--- src/rtl/fifo_rd_stream.sv ---
// Read-side drain stage behind the synchronous FIFO. Issues read strobes against a
// credit count, catches the one-cycle read data in a 2-entry skid buffer, streams it out.
module fifo_rd_stream #(
   parameter int FIFO_WIDTH = 16,
   parameter int CNT_WIDTH  = 16
) (
   input  logic                  clk,
   input  logic                  rst_n,
   input  logic                  drain_en,
   input  logic [FIFO_WIDTH-1:0] fifo_data_out,
   input  logic                  fifo_empty,
   input  logic                  fifo_underflow,
   output logic                  fifo_rd_en,
   output logic                  m_valid,
   output logic [FIFO_WIDTH-1:0] m_data,
   input  logic                  m_ready,
   output logic [CNT_WIDTH-1:0]  m_count,
   output logic                  err_underflow
);

   logic [1:0][FIFO_WIDTH-1:0] skid_mem;
   logic                       head;
   logic                       tail;
   logic                       inflight;
   logic [1:0]                 cnt;
   logic                       pop;
   logic [2:0]                 occ_nxt;

   assign m_valid = (cnt != 2'd0);
   assign m_data  = m_valid ? skid_mem[head] : '0;
   assign pop     = m_valid && m_ready;

   // Occupancy after this edge; a word in flight already owns a slot, so reads are
   // only issued while that total stays below two.
   assign occ_nxt    = {1'b0, cnt} + {2'b00, inflight} - {2'b00, pop};
   assign fifo_rd_en = rst_n && drain_en && !fifo_empty && (occ_nxt < 3'd2);

   always_ff @(posedge clk) begin
      if (!rst_n) begin
         skid_mem      <= '0;
         head          <= 1'b0;
         tail          <= 1'b0;
         inflight      <= 1'b0;
         cnt           <= 2'd0;
         m_count       <= '0;
         err_underflow <= 1'b0;
      end else begin
         inflight <= fifo_rd_en;
         // Read data is presented the cycle after the strobe and lands at this edge.
         if (inflight) begin
            skid_mem[tail] <= fifo_data_out;
            tail           <= ~tail;
         end
         if (pop) begin
            head    <= ~head;
            m_count <= m_count + CNT_WIDTH'(1);
         end
         cnt <= occ_nxt[1:0];
         if (fifo_underflow)
            err_underflow <= 1'b1;
      end
   end

   a_no_overflow: assert property (@(posedge clk) disable iff (!rst_n) occ_nxt <= 3'd2)
      else $error("fifo_rd_stream: skid buffer occupancy exceeded 2");

endmodule

--- config.mk ---
export PLATFORM = sky130hd
export DESIGN_NAME = fifo_rd_stream
export DESIGN_NICKNAME = d
export VERILOG_FILES = /design/src/rtl/fifo_rd_stream.sv
export SDC_FILE = /design/constraint.sdc
export NUM_CORES = 1
export LEC_CHECK = 0
export ABC_AREA = 1
export CORE_MARGIN = 8
export CORE_UTILIZATION = 53
export DETAILED_ROUTE_END_ITERATION = 10
export PLACE_DENSITY = 0.84
export SLEW_MARGIN = 20
export SYNTH_ARGS = -nofsm -noshare
export SYNTH_HDL_FRONTEND = slang
export SYNTH_SLANG_ARGS = --single-unit
export TNS_END_PERCENT = 5
--- constraint.sdc ---
create_clock -name clk -period 4.55 [get_ports clk]
set_input_delay 0.91 -clock clk [delete_from_list [all_inputs] [get_ports clk]]
set_output_delay 0.91 -clock clk [all_outputs]
set_load 0.02 [all_outputs]
==> results summary, run 1 <==
The delay contributed by the slowest stage of the critical path is 680 ps. Post-CTS timing repair inserted 0 buffers for setup. No sink is reached through more buffers than the 2 on the longest clock path. Counting every sink on the clock net gives 54. The worst hold slack came out at 475 ps. The final count of hold timing violations came to 0.

In this run the core area contains 24 standard-cell rows. The clock reaches the later pin of the worst-skew pair after 310 ps. The largest net degree at the start of global routing is 51. Summing all multi-input logic gate instances after layout gives 1190 um2. The static leakage is 1.18 nW. At the placement stage, the worst setup path has a slack of 186 ps. The area occupied by registers came out at 1080 um2. STA puts the critical path data required time at 3640 ps.

The CTS tree is yes. The portion of netlist area occupied by mux cells is 0%. The worst supply voltage drop on vdd is 201 uV. After detailed routing, the number of remaining DRC violations is 0. The global-route wire length before repair is 10,600 um. The upper clock frequency limit is 226 MHz.

Yosys printed 0 warnings. The floorplan step set the die width to 83.9 um. The number of resized instances in the post-cts repair step came out at 0. Counting flops with a built-in enable in the synthesized netlist gives 0. Of the available clock period, the critical path in the final layout requires 97.2%. The number of top-level pins is 57. The final number of max-transition violations came to 0. The tightest min-delay check is of the reg -> reg type.

Setup repair after global routing left no endpoint under its margin. The initial antenna violation count is 0. Summing internal, switching and leakage power gives 1.28 mW. The complex-gate fraction of the synthesized area came out at 14.4%. After detailed routing, the average wire length per cell comes to 13.6 um. The fraction of final layout cells sized beyond drive strength 1 is 6.91%. The detailed-routing iteration count for the pre-antenna-repair pass came out at 4. Clock skew on the completed layout was measured at 5.59 ps. STA classifies the critical path endpoint as a primary output. The worst slew margin relative to its limit came out at 56.0%. The synthesized netlist contains 26 unique library cells.

The shortest clock period the worst path allows after layout is 4420 ps. The detailed placer's ending HPWL is 4270 um. The total die area came out at 7040 um2. The post-synthesis share of cell area spent on and, or, nand and nor gates is 31.4%. The count of routing violations after the opening detailed-route iteration came out at 170. The worst-margin pin slew came out at 660 ps. The standard cell core area came out at 4410 um2. Once the floorplan was initialized, standard cells occupied 55.4% of the core. The slowest stage of the critical path belongs to the cell sky130_fd_sc_hd__clkdlybuf4s50_1. Counting flops and latches in the post-synthesis netlist gives 54. The area growth from synthesis to layout is 27.6%.

The number of vias per cell is 5.18. After detailed placement, the design holds a cell count of 449. The number of non-filler instances in the completed layout came out at 457. The peak fanout along the critical path came out at 3. The remaining antenna violation count came out at 0. The H-tree depth is 2.

The overall routing resource usage came out at 17.8%. Across all setup checks in the final design, the least slack found is 126 ps. The wire length after detailed routing is 6230 um. The number of global-route vias before repair is 2,401. The largest total area in the synthesized netlist belongs to sky130_fd_sc_hd__dfxtp_1. The instance count of the mapped netlist is 351. The cell sitting at the root of the clock tree is a sky130_fd_sc_hd__clkbuf_8.

The arrival time at the worst endpoint is 3510 ps. Summing over every cut layer, the via total after detailed routing is 2,365. After routing, the total negative slack on setup checks comes to 0 ps. The port buffer count came out at 56. The arithmetic-cell share of the synthesized area counting full adders, half adders and majority gates came out at 2.35%. The height of the die is 83.9 um. Ranked by total cell area, the synthesized netlist is headed by sky130_fd_sc_hd__dfxtp_1, sky130_fd_sc_hd__nor2_1, sky130_fd_sc_hd__nand2_1. The XOR/XNOR share of the synthesized area is 0.358%.

The synthesized design devotes to its leading area cell type 44.2% of total area. The final number of setup-violating endpoints is 0. In the synthesized netlist, the cells that appear most often are sky130_fd_sc_hd__nor2_1, sky130_fd_sc_hd__nand2_1, sky130_fd_sc_hd__dfxtp_1. The hold buffer count at cts came out at 0. The routability-driven placement congestion ratio came out at 0.790. The number of buffers created by CTS came out at 5. For this run, the leading register cell type out of synthesis is sky130_fd_sc_hd__dfxtp_1. In this run the cell area of the synthesized design comes to 2440 um2. The portion of the post-synthesis area used by sequential elements is 44.2%. The kind of critical path is in -> out. Walking the worst path, the cells encountered are clkdlybuf4s50_1, inv_1, nor2_4, ha_1, inv_1, ha_1, fa_1, nor4_1, clkdlybuf4s50_1. After synthesis, the largest family of logic cells by area is simple AND/OR/NAND/NOR gates. The final net count came out at 430.

Clock-pin slew was measured on the worst setup and hold paths at 90 ps. The number of antenna diodes came out at 0. In the synthesized netlist the async set-or-reset flop fraction comes to 0%.

Counting the fill cells in the layout gives 386. The mean area per synthesized cell is 6.97 um2. The run finished with clean final reports. The total overflow left after global routing is 0.

The most numerous cell in the Yosys netlist is sky130_fd_sc_hd__nor2_1. The net count of the mapped netlist came out at 377. The power density over cell area came out at 409 nW/um2.

Max-cap violations in this run came to 0. STA classifies the critical path startpoint as an input pin.
flip-flops by register name, indices dropped and copies added, names as in the netlist:
register and count:
inflight 1, m_count 16, err_underflow 1, skid_mem 32, tail 1, cnt 2, head 1
cell type report:
| type | count | area share (%) |
|---|---|---|
| multi-input combinational | 254 | 38.1 |
| sequential | 54 | 34.7 |
| timing repair buffer | 60 | 18.9 |
| inverter | 29 | 3.49 |
| clock buffer | 6 | 2.33 |
| tap | 52 | 2.09 |
| clock inverter | 2 | 0.441 |
layout by cell type, fill, tap and decap left out, drive strengths merged:
master,instances
buf,4
nor4,2
xnor2,1
nand3,12
nand4,2
inv,27
clkdlybuf4s50,56
a21oi,26
nor3,2
o21bai,3
fa,1
clkinv,4
ha,3
clkbuf,6
nor2,97
o21ai,40
dfxtp,54
nand2,65
final timing paths:
| path | from | to | slack (ps) | cells after the start |
|---|---|---|---|---|
| setup reg to reg | head | head | 2610 | 3 |
| hold reg to reg | err_underflow | err_underflow | 470 | 2 |
| hold / removal | err_underflow | err_underflow | 470 | 2 |
| setup / recovery | m_ready | fifo_rd_en | 130 | 9 |
logic make-up after synthesis:
kind of cell | count (synthesis)
DFF | 54
buffers and inverters | 43
adders and majority gates | 4
and+or+nand+nor | 180
AOI/OAI and AO/OA | 69
xor gates and xnor gates | 1
where the power goes:
group | switching, mW | total [mW] | internal (mW)
Clock | 0.155 | 0.264 | 0.109
Sequential | 0.0529 | 0.586 | 0.533
Combinational | 0.265 | 0.426 | 0.161
stage by stage:
| stage | utilization (%) | cell area, um2 |
|---|---|---|
| 3_5_place_dp | 68.7 | 3030 |
| 4_1_cts | 70.7 | 3120 |
| 2_1_floorplan | - | 2440 |
| 5_1_grt | 70.7 | 3120 |
| 3_3_place_gp | 68.7 | 3030 |
| 6_report | 70.7 | 3120 |
routing by layer:
layer	share of wire, %	track usage, %	vias to the layer above
met5	0	0	-
met2	49	30.2	71
li1	-	-	1216
met4	2.1	6.91	0
met3	6.7	5.18	13
met1	42	20.3	1065
worst max-delay path, delay by kind of cell:
family | cells | cell delay (ps)
AND/OR/NAND/NOR | 2 | 430
buffers and inverters | 4 | 1300
adder cells (fa/ha/maj) | 3 | 880
No activity file was read; power rests on OpenSTA's default activity.
==> run 2, diff against run 1 <==
--- a/config.mk
+++ b/config.mk
@@ -10,6 +10,8 @@
 export CORE_UTILIZATION = 53
 export DETAILED_ROUTE_END_ITERATION = 10
 export PLACE_DENSITY = 0.84
+export RECOVER_POWER = 25
+export SKIP_CTS_REPAIR_TIMING = 1
 export SLEW_MARGIN = 20
 export SYNTH_ARGS = -nofsm -noshare
 export SYNTH_HDL_FRONTEND = slang
==> run 2 against run 1 <==
  * The flow now finishes with violations (capacitance limit, slew limit)
  * Largest power group unchanged
  * Non-clock buffer count did not move
  * Worst setup slack got worse by 2.9 ps
  * Worst hold slack about the same
  * Total power shrank 0.23%
  * Clock power barely moved
  * Die area unchanged
  * Critical endpoint unchanged
  * Critical path type unchanged
  * Combinational power is essentially flat
  * Final cell count unchanged
==> results summary, run 2 (synthesized netlist as in run 1, its figures left out) <==
The flow ran to the end, but the final reports show violations. The checks that failed: capacitance limit, slew limit. The worst path uses 97.3% of the clock period. Combinational logic is responsible for 33.2% of the overall power. The CTS tree is yes. Using the TritonRoute via totals, the vias-per-cell ratio works out to 5.21. The H-tree depth came out at 2. The final number of max-transition violations is 51.

Setup repair after global routing left no endpoint under its margin. Once detail routing completed, the nets flagged for antenna violations numbered 0. The fraction of final layout cells sized beyond drive strength 1 is 6.42%.

The maximum number of buffers from clock root to sink is 2. The number of antenna diodes is 0. In this run, placement finished with an instance count of 449.

VDD sags by at most 201 uV. The initial cell density of the core came out at 55.4%. The shortest clock period the worst path allows after layout is 4430 ps.

Cell internal power was estimated by the tool at 0.800 mW. The area added between synthesis and finish is 27.3%. The number of non-filler instances in the completed layout is 457. Walking the worst path, the cells encountered are clkdlybuf4s50_1, inv_1, nor2_4, ha_1, inv_1, ha_1, fa_1, nor4_1, clkdlybuf4s50_1.

The worst setup path is captured at a primary output. The worst-margin pin slew came out at 1820 ps. The max-capacitance violation count came out at 1.

Measured along the y axis, the die boundary spans 83.9 um. The overall die width came out at 83.9 um. The final net count is 430. The switching power as a share of total power is 37.1%. The total grt overflow is 0. The wire length after detailed routing came out at 6220 um. The detailed-routing iteration count for the pre-antenna-repair pass came out at 4. The upper clock frequency limit is 226 MHz.

The global-route wire length before repair is 10,600 um. The register with the most flip-flops in the layout has 32 of them. The worst slew margin relative to its limit came out at -21.6%. The via count is 2,379.

The root buffer cell chosen for the clock tree is sky130_fd_sc_hd__clkbuf_8. The row count came out at 24. The delay contributed by the slowest stage of the critical path came out at 680 ps. The worst hold slack is 475 ps.

Summed over all nets, the switching power comes to 0.472 mW. Counting flops per register, the top entry is skid_mem. The final number of setup-violating endpoints came out at 0. The latest clock arrival within the worst-skew pair came out at 310 ps. The final count of hold timing violations is 0. The part of the power in registers is 46.1%.

The clock drives 54 sinks. The clock network power share came out at 20.7%. The largest net degree at the start of global routing came out at 51. Clock-pin slew was measured on the worst setup and hold paths at 90 ps. The worst register-to-register path has a setup slack of 2610 ps.

The number of global-route vias before repair is 2,401. The congestion estimate from routability-driven global placement came to 0.790. Power comes to 1.27 mW.

The worst setup path is launched from an input pin. In the global route stage, overall resource usage came out at 17.8%. The setup TNS is 0 ps. The port buffer count is 56. Leaving out fill and tap cells, the most frequent cell in the layout is sky130_fd_sc_hd__nor2_1. The standard cell core area is 4410 um2. The arrival time at the worst endpoint came out at 3520 ps. The worst clock skew is 5.43 ps. The total DRC errors in the routed layout came out at 0. In the layout the commonest cells are sky130_fd_sc_hd__nor2_1, sky130_fd_sc_hd__nand2_1, sky130_fd_sc_hd__clkdlybuf4s50_1.

Detailed placement finished with a half-perimeter wire length of 4270 um. The total die area is 7040 um2. The cell with the largest stage delay on the worst path is sky130_fd_sc_hd__clkdlybuf4s50_1. The count of routing violations after the opening detailed-route iteration is 170. The power density over cell area came out at 409 nW/um2. The worst path required time came out at 3640 ps. The peak fanout along the critical path is 3. The end-of-flow core utilization is 70.5%. The largest registers in the layout are skid_mem x32, m_count x16, cnt x2. The kind of critical path is in -> out. The number of top-level pins is 57. The detailed-route wire length per cell is 13.6 um. The class of the tightest hold or removal check is reg -> reg. The number of buffers created by CTS is 5.

The initial antenna violation count came out at 0. The static leakage came out at 1.18 nW.
run 2: cell count changes in the layout (fill, tap and decap cells not counted), sizes merged:
| cell | before | now |
|---|---|---|
| dlygate4sd3 | 0 | 1 |
| clkbuf | 6 | 8 |
| clkdlybuf4s50 | 56 | 55 |
| buf | 4 | 2 |
run 2: path summary, 6_finish.rpt:
path / start / to / cells past startpoint
max reg2reg: head / head / 3
max: m_ready / fifo_rd_en / 9
min: err_underflow / err_underflow / 2
min reg2reg: err_underflow / err_underflow / 2
run 2: layout make-up:
cell class	count	area, um2
clock buffer	6	72.6
clock inverter	2	13.8
fill	385	1300
inverter	29	109
multi-input combinational	254	1190
sequential	54	1080
tap	52	65.1
timing repair buffer	60	583
run 2: layer usage:
layer / part of all wire (%) / track usage [%] / up-vias
li1: - / - / 1216
met1: 43 / 20.3 / 1075
met2: 49 / 30.2 / 75
met3: 6.5 / 5.18 / 13
met4: 2.1 / 6.91 / 0
met5: 0 / 0 / -
run 2: power by group through the flow:
stage / combinational (mW) / clock, mW / sequential [mW]
after detailed placement: 0.422 / 0 / 0.596
after global placement: 0.411 / 0 / 0.594
after floorplan: 0.281 / 0 / 0.582
after CTS: 0.426 / 0.267 / 0.586
after global routing: 0.468 / 0.289 / 0.595
final: 0.423 / 0.264 / 0.586
run 2: per-stage QoR:
stage               setup slack [ps]  area (um2)
CTS                              158        3120
floorplan                        810        2440
finish                           123        3110
global route                    26.3        3110
detailed placement               186        3030
global placement                 271        3030
run 2: worst max-delay path, delay by kind of cell:
kind	cells	cell delay [ps]
fa+ha+maj	3	880
buf+inv	4	1300
simple gates	2	430
==> run 3, diff against run 2 <==
--- a/config.mk
+++ b/config.mk
@@ -8,12 +8,13 @@
 export ABC_AREA = 1
 export CORE_MARGIN = 8
 export CORE_UTILIZATION = 53
+export CTS_CLUSTER_DIAMETER = 60
 export DETAILED_ROUTE_END_ITERATION = 10
 export PLACE_DENSITY = 0.84
 export RECOVER_POWER = 25
 export SKIP_CTS_REPAIR_TIMING = 1
-export SLEW_MARGIN = 20
+export SLEW_MARGIN = 30
 export SYNTH_ARGS = -nofsm -noshare
 export SYNTH_HDL_FRONTEND = slang
 export SYNTH_SLANG_ARGS = --single-unit
-export TNS_END_PERCENT = 5
+export TNS_END_PERCENT = 50
==> results of run 3 <==
Final layout, timing and power as in run 2 (identical DEF).
